<file path="src/rtl/alu_res_fifo_if.sv">
// Handshake bundle between the ALU result port, the result FIFO and its consumer.
// The fifo modport is the FIFO side; the user modport is the ALU-plus-consumer side.
interface alu_res_fifo_if #(
  parameter int WIDTH = 64,
  parameter int AW    = 2
);
  logic [WIDTH-1:0] in_data;
  logic             in_valid;
  logic             in_ready;
  logic [WIDTH-1:0] out_data;
  logic             out_valid;
  logic             out_ready;
  logic [AW:0]      count;
  logic             full;
  logic             empty;

  modport fifo (
    input  in_data, in_valid, out_ready,
    output in_ready, out_data, out_valid, count, full, empty
  );

  modport user (
    output in_data, in_valid, out_ready,
    input  in_ready, out_data, out_valid, count, full, empty
  );
endinterface

</file>
<file path="src/rtl/alu_res_fifo.sv">
// First-word-fall-through result FIFO behind the 64-bit ALU.
// It has a synchronous flush for pipeline redirects and reports its occupancy.
module alu_res_fifo #(
  parameter int WIDTH = 64,
  parameter int DEPTH = 4,
  parameter int AW    = 2
) (
  input  logic        clk,
  input  logic        rstn,
  input  logic        flush,
  alu_res_fifo_if.fifo f
);

  logic [DEPTH-1:0][WIDTH-1:0] mem_q, mem_d;
  logic [AW-1:0]               wr_ptr_q, wr_ptr_d;
  logic [AW-1:0]               rd_ptr_q, rd_ptr_d;
  logic [AW:0]                 count_q, count_d;
  logic                        full, empty, push, pop;

  // Status comes only from registered state, so in_ready has no path from out_ready.
  assign full  = (count_q == (AW+1)'(DEPTH));
  assign empty = (count_q == '0);
  assign push  = f.in_valid && !full && !flush;
  assign pop   = !empty && f.out_ready && !flush;

  always_comb begin
    wr_ptr_d = wr_ptr_q;
    rd_ptr_d = rd_ptr_q;
    count_d  = count_q;
    if (flush) begin
      wr_ptr_d = '0;
      rd_ptr_d = '0;
      count_d  = '0;
    end else begin
      if (push) wr_ptr_d = wr_ptr_q + 1'b1;
      if (pop)  rd_ptr_d = rd_ptr_q + 1'b1;
      case ({push, pop})
        2'b10:   count_d = count_q + 1'b1;
        2'b01:   count_d = count_q - 1'b1;
        default: count_d = count_q;
      endcase
    end
  end

  always_comb begin
    mem_d = mem_q;
    if (push) mem_d[wr_ptr_q] = f.in_data;
  end

  always_ff @(posedge clk or negedge rstn) begin
    if (!rstn) begin
      wr_ptr_q <= '0;
      rd_ptr_q <= '0;
      count_q  <= '0;
    end else begin
      wr_ptr_q <= wr_ptr_d;
      rd_ptr_q <= rd_ptr_d;
      count_q  <= count_d;
    end
  end

  // The storage is left unreset; the pointers alone define which entries are valid.
  always_ff @(posedge clk) begin
    mem_q <= mem_d;
  end

  assign f.in_ready  = !full;
  assign f.out_valid = !empty;
  assign f.out_data  = empty ? '0 : mem_q[rd_ptr_q];
  assign f.count     = count_q;
  assign f.full      = full;
  assign f.empty     = empty;

endmodule

</file>
<file path="src/flat_wrapper.sv">
// flat-port wrapper written by rule: the top's interface ports become plain ports
module alu_res_fifo_flat 
#(
  parameter int WIDTH = 64,
  parameter int DEPTH = 4,
  parameter int AW    = 2
)
  (clk, rstn, flush, f_in_data, f_in_valid, f_out_ready, f_in_ready, f_out_data, f_out_valid, f_count, f_full, f_empty);
  alu_res_fifo_if #(.WIDTH(WIDTH), .AW(AW)) f_i ();
  input  logic clk;
  input  logic rstn;
  input  logic flush;
  input wire logic [$bits(f_i.in_data)-1:0] f_in_data;
  input wire logic [$bits(f_i.in_valid)-1:0] f_in_valid;
  input wire logic [$bits(f_i.out_ready)-1:0] f_out_ready;
  output wire logic [$bits(f_i.in_ready)-1:0] f_in_ready;
  output wire logic [$bits(f_i.out_data)-1:0] f_out_data;
  output wire logic [$bits(f_i.out_valid)-1:0] f_out_valid;
  output wire logic [$bits(f_i.count)-1:0] f_count;
  output wire logic [$bits(f_i.full)-1:0] f_full;
  output wire logic [$bits(f_i.empty)-1:0] f_empty;
  assign f_i.in_data = f_in_data;
  assign f_i.in_valid = f_in_valid;
  assign f_i.out_ready = f_out_ready;
  assign f_in_ready = f_i.in_ready;
  assign f_out_data = f_i.out_data;
  assign f_out_valid = f_i.out_valid;
  assign f_count = f_i.count;
  assign f_full = f_i.full;
  assign f_empty = f_i.empty;
  alu_res_fifo #(.WIDTH(WIDTH), .DEPTH(DEPTH), .AW(AW)) u_core (.clk(clk), .rstn(rstn), .flush(flush), .f(f_i));
endmodule
</file>
<file path="config.mk">
export PLATFORM = sky130hd
export DESIGN_NAME = alu_res_fifo_flat
export DESIGN_NICKNAME = d
export VERILOG_FILES = /design/src/rtl/alu_res_fifo_if.sv /design/src/rtl/alu_res_fifo.sv /design/src/flat_wrapper.sv
export SDC_FILE = /design/constraint.sdc
export NUM_CORES = 1
export LEC_CHECK = 0
export ABC_AREA = 1
export BUFFER_PORTS_ARGS = -buffer_cell sky130_fd_sc_hd__buf_4
export CORE_ASPECT_RATIO = 0.8
export CORE_MARGIN = 5
export CORE_UTILIZATION = 30
export CTS_BUF_LIST = sky130_fd_sc_hd__clkbuf_2
export DETAILED_ROUTE_END_ITERATION = 16
export HOLD_SLACK_MARGIN = 0.15
export SYNTH_ARGS = -nofsm -noshare
export SYNTH_HDL_FRONTEND = slang
export SYNTH_SLANG_ARGS = --single-unit
</file>
<file path="constraint.sdc">
create_clock -name clk -period 3.85 [get_ports clk]
set_input_delay 0.5775 -clock clk [delete_from_list [all_inputs] [get_ports clk]]
set_output_delay 0.5775 -clock clk [all_outputs]
set_load 0.03 [all_outputs]
</file>
==> qor.csv <==
metric,value,unit
status,"complete, no violations",
fin_cells,1555,
power.leakage,4.804,nW
worstPathArrival,2.66,ns
yosysWarnings,0,
n_fill_cell,3230,
post-route-min-period,3.235,ns
hold_viol_final,0,
fin_area,13140,µm²
cts_inserted_buffers,67,
timing.rr.start,u_core.f.count[0],
hpwl,12.81,mm
maxCapViolations,0,
r2r-end,u_core.mem_q[251],
grt_pass1_wl,37.82,mm
coreArea,33860,µm²
dp_cells,1387,
hold-worst-slack,0.5252,ns
crit_path_end_kind,output port,
routed_via_density,4.433,
path_max_fanout,129,
worstSetupPathType,flip-flop to output port,
drcViolationCount,0,
dp_slack,1.460,ns
grt_overflow_total,0,
worstPathRequired,3.27,ns
drt_first_pass_iters,5,
avgSynthCellArea,12.65,µm²
ys_seq_area_share,75.79,%
io_pins,140,
initial_core_util,30.64,%
fin_ws,0.6154,ns
r2r_cells,7,
vdd_ir_drop_max,0.3661,mV
drive_gt1_share,23.42,%
clk_pin_slew_worst_paths,0.09,ns
num_rows,60,
globalRouteTotalUtil,12.44,%
synth_top_area_cell,edfxtp_1,
syn_area,10370,µm²
grt_start_max_net_pins,130,
clk_latency,0.79,ns
die_w,217.9,µm
routed_wl,24.07,mm
cts_tree,done,
cts_sinks,263,
cts-root-buf,clkbuf_2,
fin_crit_sh,84.02,%
wl_per_cell,15.48,µm
powerDensity,640.1,nW/µm²
h-tree-depth,3,
tightest_slew,0.8767,ns
hold_depth,2,
cp-start-kind,flip-flop,
synth_fp_nets,894,
setup_viol,0,
die_area,38420,µm²
slew_headroom,41.56,%
port_buffers,139,
gp_congestion,0.7240,
drtIter0Drc,423,
synth_cell_type_count,22,
syn_inst,820,
worstHoldPathType,primary input to flip-flop,
hold_end,u_core.mem_q[232],
netlist.area_leader.share,74.10,%
fp.dieH,176.3,µm
finalMaxSlewViolations,0,
grt_pass1_vias,7036,
vias,6893,
fin_tns_setup,0,ns
hp-start,f_in_data[40],
r2r_setup_slack,1.74,ns
synth.area.top_cells,"edfxtp_1 (74%), nor2_1 (9.4%), o21ai_0 (6.2%), a21oi_1 (3.2%), dfrtp_1 (1.7%)",
finClkSkew,0.04788,ns
final_nets,1135,
max_freq,309.2,MHz
areaGrowthSynthToFinish,26.62,%
clockBufferDepth,3,
ys_ff_latch,263,
cts_resized,0,
place_area,11930,µm²
ant_nets,0,
rsz0062_at_grt,false,
antenna_found_initial,1,
## worst max-delay path, stage by stage (launching register included)
cell	delay [ns]
dfrtp_4	0.61
clkinv_2	0.10
buf_12	0.36
o21ai_0	0.17
a21oi_1	0.30
buf_4	0.22
## flip-flops by register name, summed over array words and instances (netlist names)
register / cells
u_core.rd_ptr_q: 2
u_core.f.count: 3
u_core.wr_ptr_q: 2
u_core.mem_q: 256
## worst max-delay path by stage
stage | from | endpoint | slack (ns) | cells past startpoint
6_report | u_core.rd_ptr_q[0] | f_out_data[47] | 0.62 | 5
5_1_grt | u_core.rd_ptr_q[0] | f_out_data[17] | 0.37 | 6
4_1_cts | u_core.rd_ptr_q[0] | f_out_data[8] | 0.52 | 6
3_5_place_dp | u_core.rd_ptr_q[0] | f_out_data[17] | 1.46 | 6
3_3_place_gp | u_core.rd_ptr_q[0] | f_out_data[47] | 1.47 | 5
2_1_floorplan | u_core.f.count[0] | u_core.mem_q[0] | -0.55 | 6
## synthesized netlist by cell type (all sizes together)
| cell type | count |
|---|---|
| edfxtp | 256 |
| ha | 4 |
| buf | 36 |
| nand2 | 22 |
| inv | 15 |
| clkbuf | 13 |
| o21ai | 132 |
| dfrtp | 7 |
| xnor2 | 1 |
| fa | 1 |
| a21oi | 67 |
| nand3 | 2 |
| nor2 | 263 |
| a21boi | 1 |
## final cells by class
type                    count  area (µm²)  share of cell area [%]
diodes                      1       2.502                 0.01905
clock buffers              87       435.4                   3.315
clock inverters            10       65.06                  0.4953
inverters                  15       57.56                  0.4382
multi-input cells         493        2203                   16.77
flip-flops and latches    263        7868                   59.90
well taps                 465       581.8                   4.429
repair buffers            221        1922                   14.63
## layer usage
layer | vias up | GRT usage (%) | share of wire, %
met5 | - | 0 | 0
met4 | 0 | 4.264 | 2.1
met3 | 44 | 3.514 | 6.3
met2 | 208 | 20.23 | 47
met1 | 3240 | 16.10 | 45
li1 | 3401 | - | -
## placed cells by master, fill, tap and decap left out
cell type,n
nand3_1,2
clkinv_1,6
o21ai_1,3
clkbuf_2,87
buf_4,144
inv_2,4
o21ai_2,1
nor2_1,257
bufinv_16,1
dfrtp_1,5
a21oi_1,67
dlygate4sd3_1,70
diode_2,1
edfxtp_1,256
ha_1,4
buf_12,7
nor2_4,4
xnor2_1,1
nand2_2,1
inv_1,12
nor2_2,2
nand2_1,21
dfrtp_2,1
a21boi_0,1
dfrtp_4,1
clkinv_2,2
o21ai_0,128
fa_1,1
## stage by stage
stage | utilization (%) | power (mW)
2_1_floorplan | - | 5.565
3_3_place_gp | 35.24 | 6.766
3_5_place_dp | 35.24 | 6.770
4_1_cts | 38.79 | 8.554
5_1_grt | 38.80 | 8.947
6_report | 38.80 | 8.408
## power breakdown
group | switching (mW) | leakage, nW | total [mW] | internal [mW]
clock | 1.02 | 0.397 | 1.68 | 0.663
sequential | 0.0792 | 2.41 | 3.40 | 3.32
combinational | 2.27 | 1.99 | 3.33 | 1.06
total | 3.37 | 4.80 | 8.41 | 5.04
## what timing repair did
item,in CTS,in global routing
buffers inserted,0,0
hold buffers,70,0
endpoints found under the hold margin,270,0
## logic make-up (layout without fill, tap and decap cells)
family | Yosys count | after routing | share of synthesized area (%)
compound gates | 200 | 200 | 9.709
xor+xnor | 1 | 1 | 0.08444
fa+ha+maj | 5 | 5 | 0.6755
buf+inv | 64 | 333 | 3.257
flops | 263 | 263 | 75.79
other cells | 0 | 1 | 0
simple gates | 287 | 287 | 10.48
No activity file was read; power rests on OpenSTA's default activity.
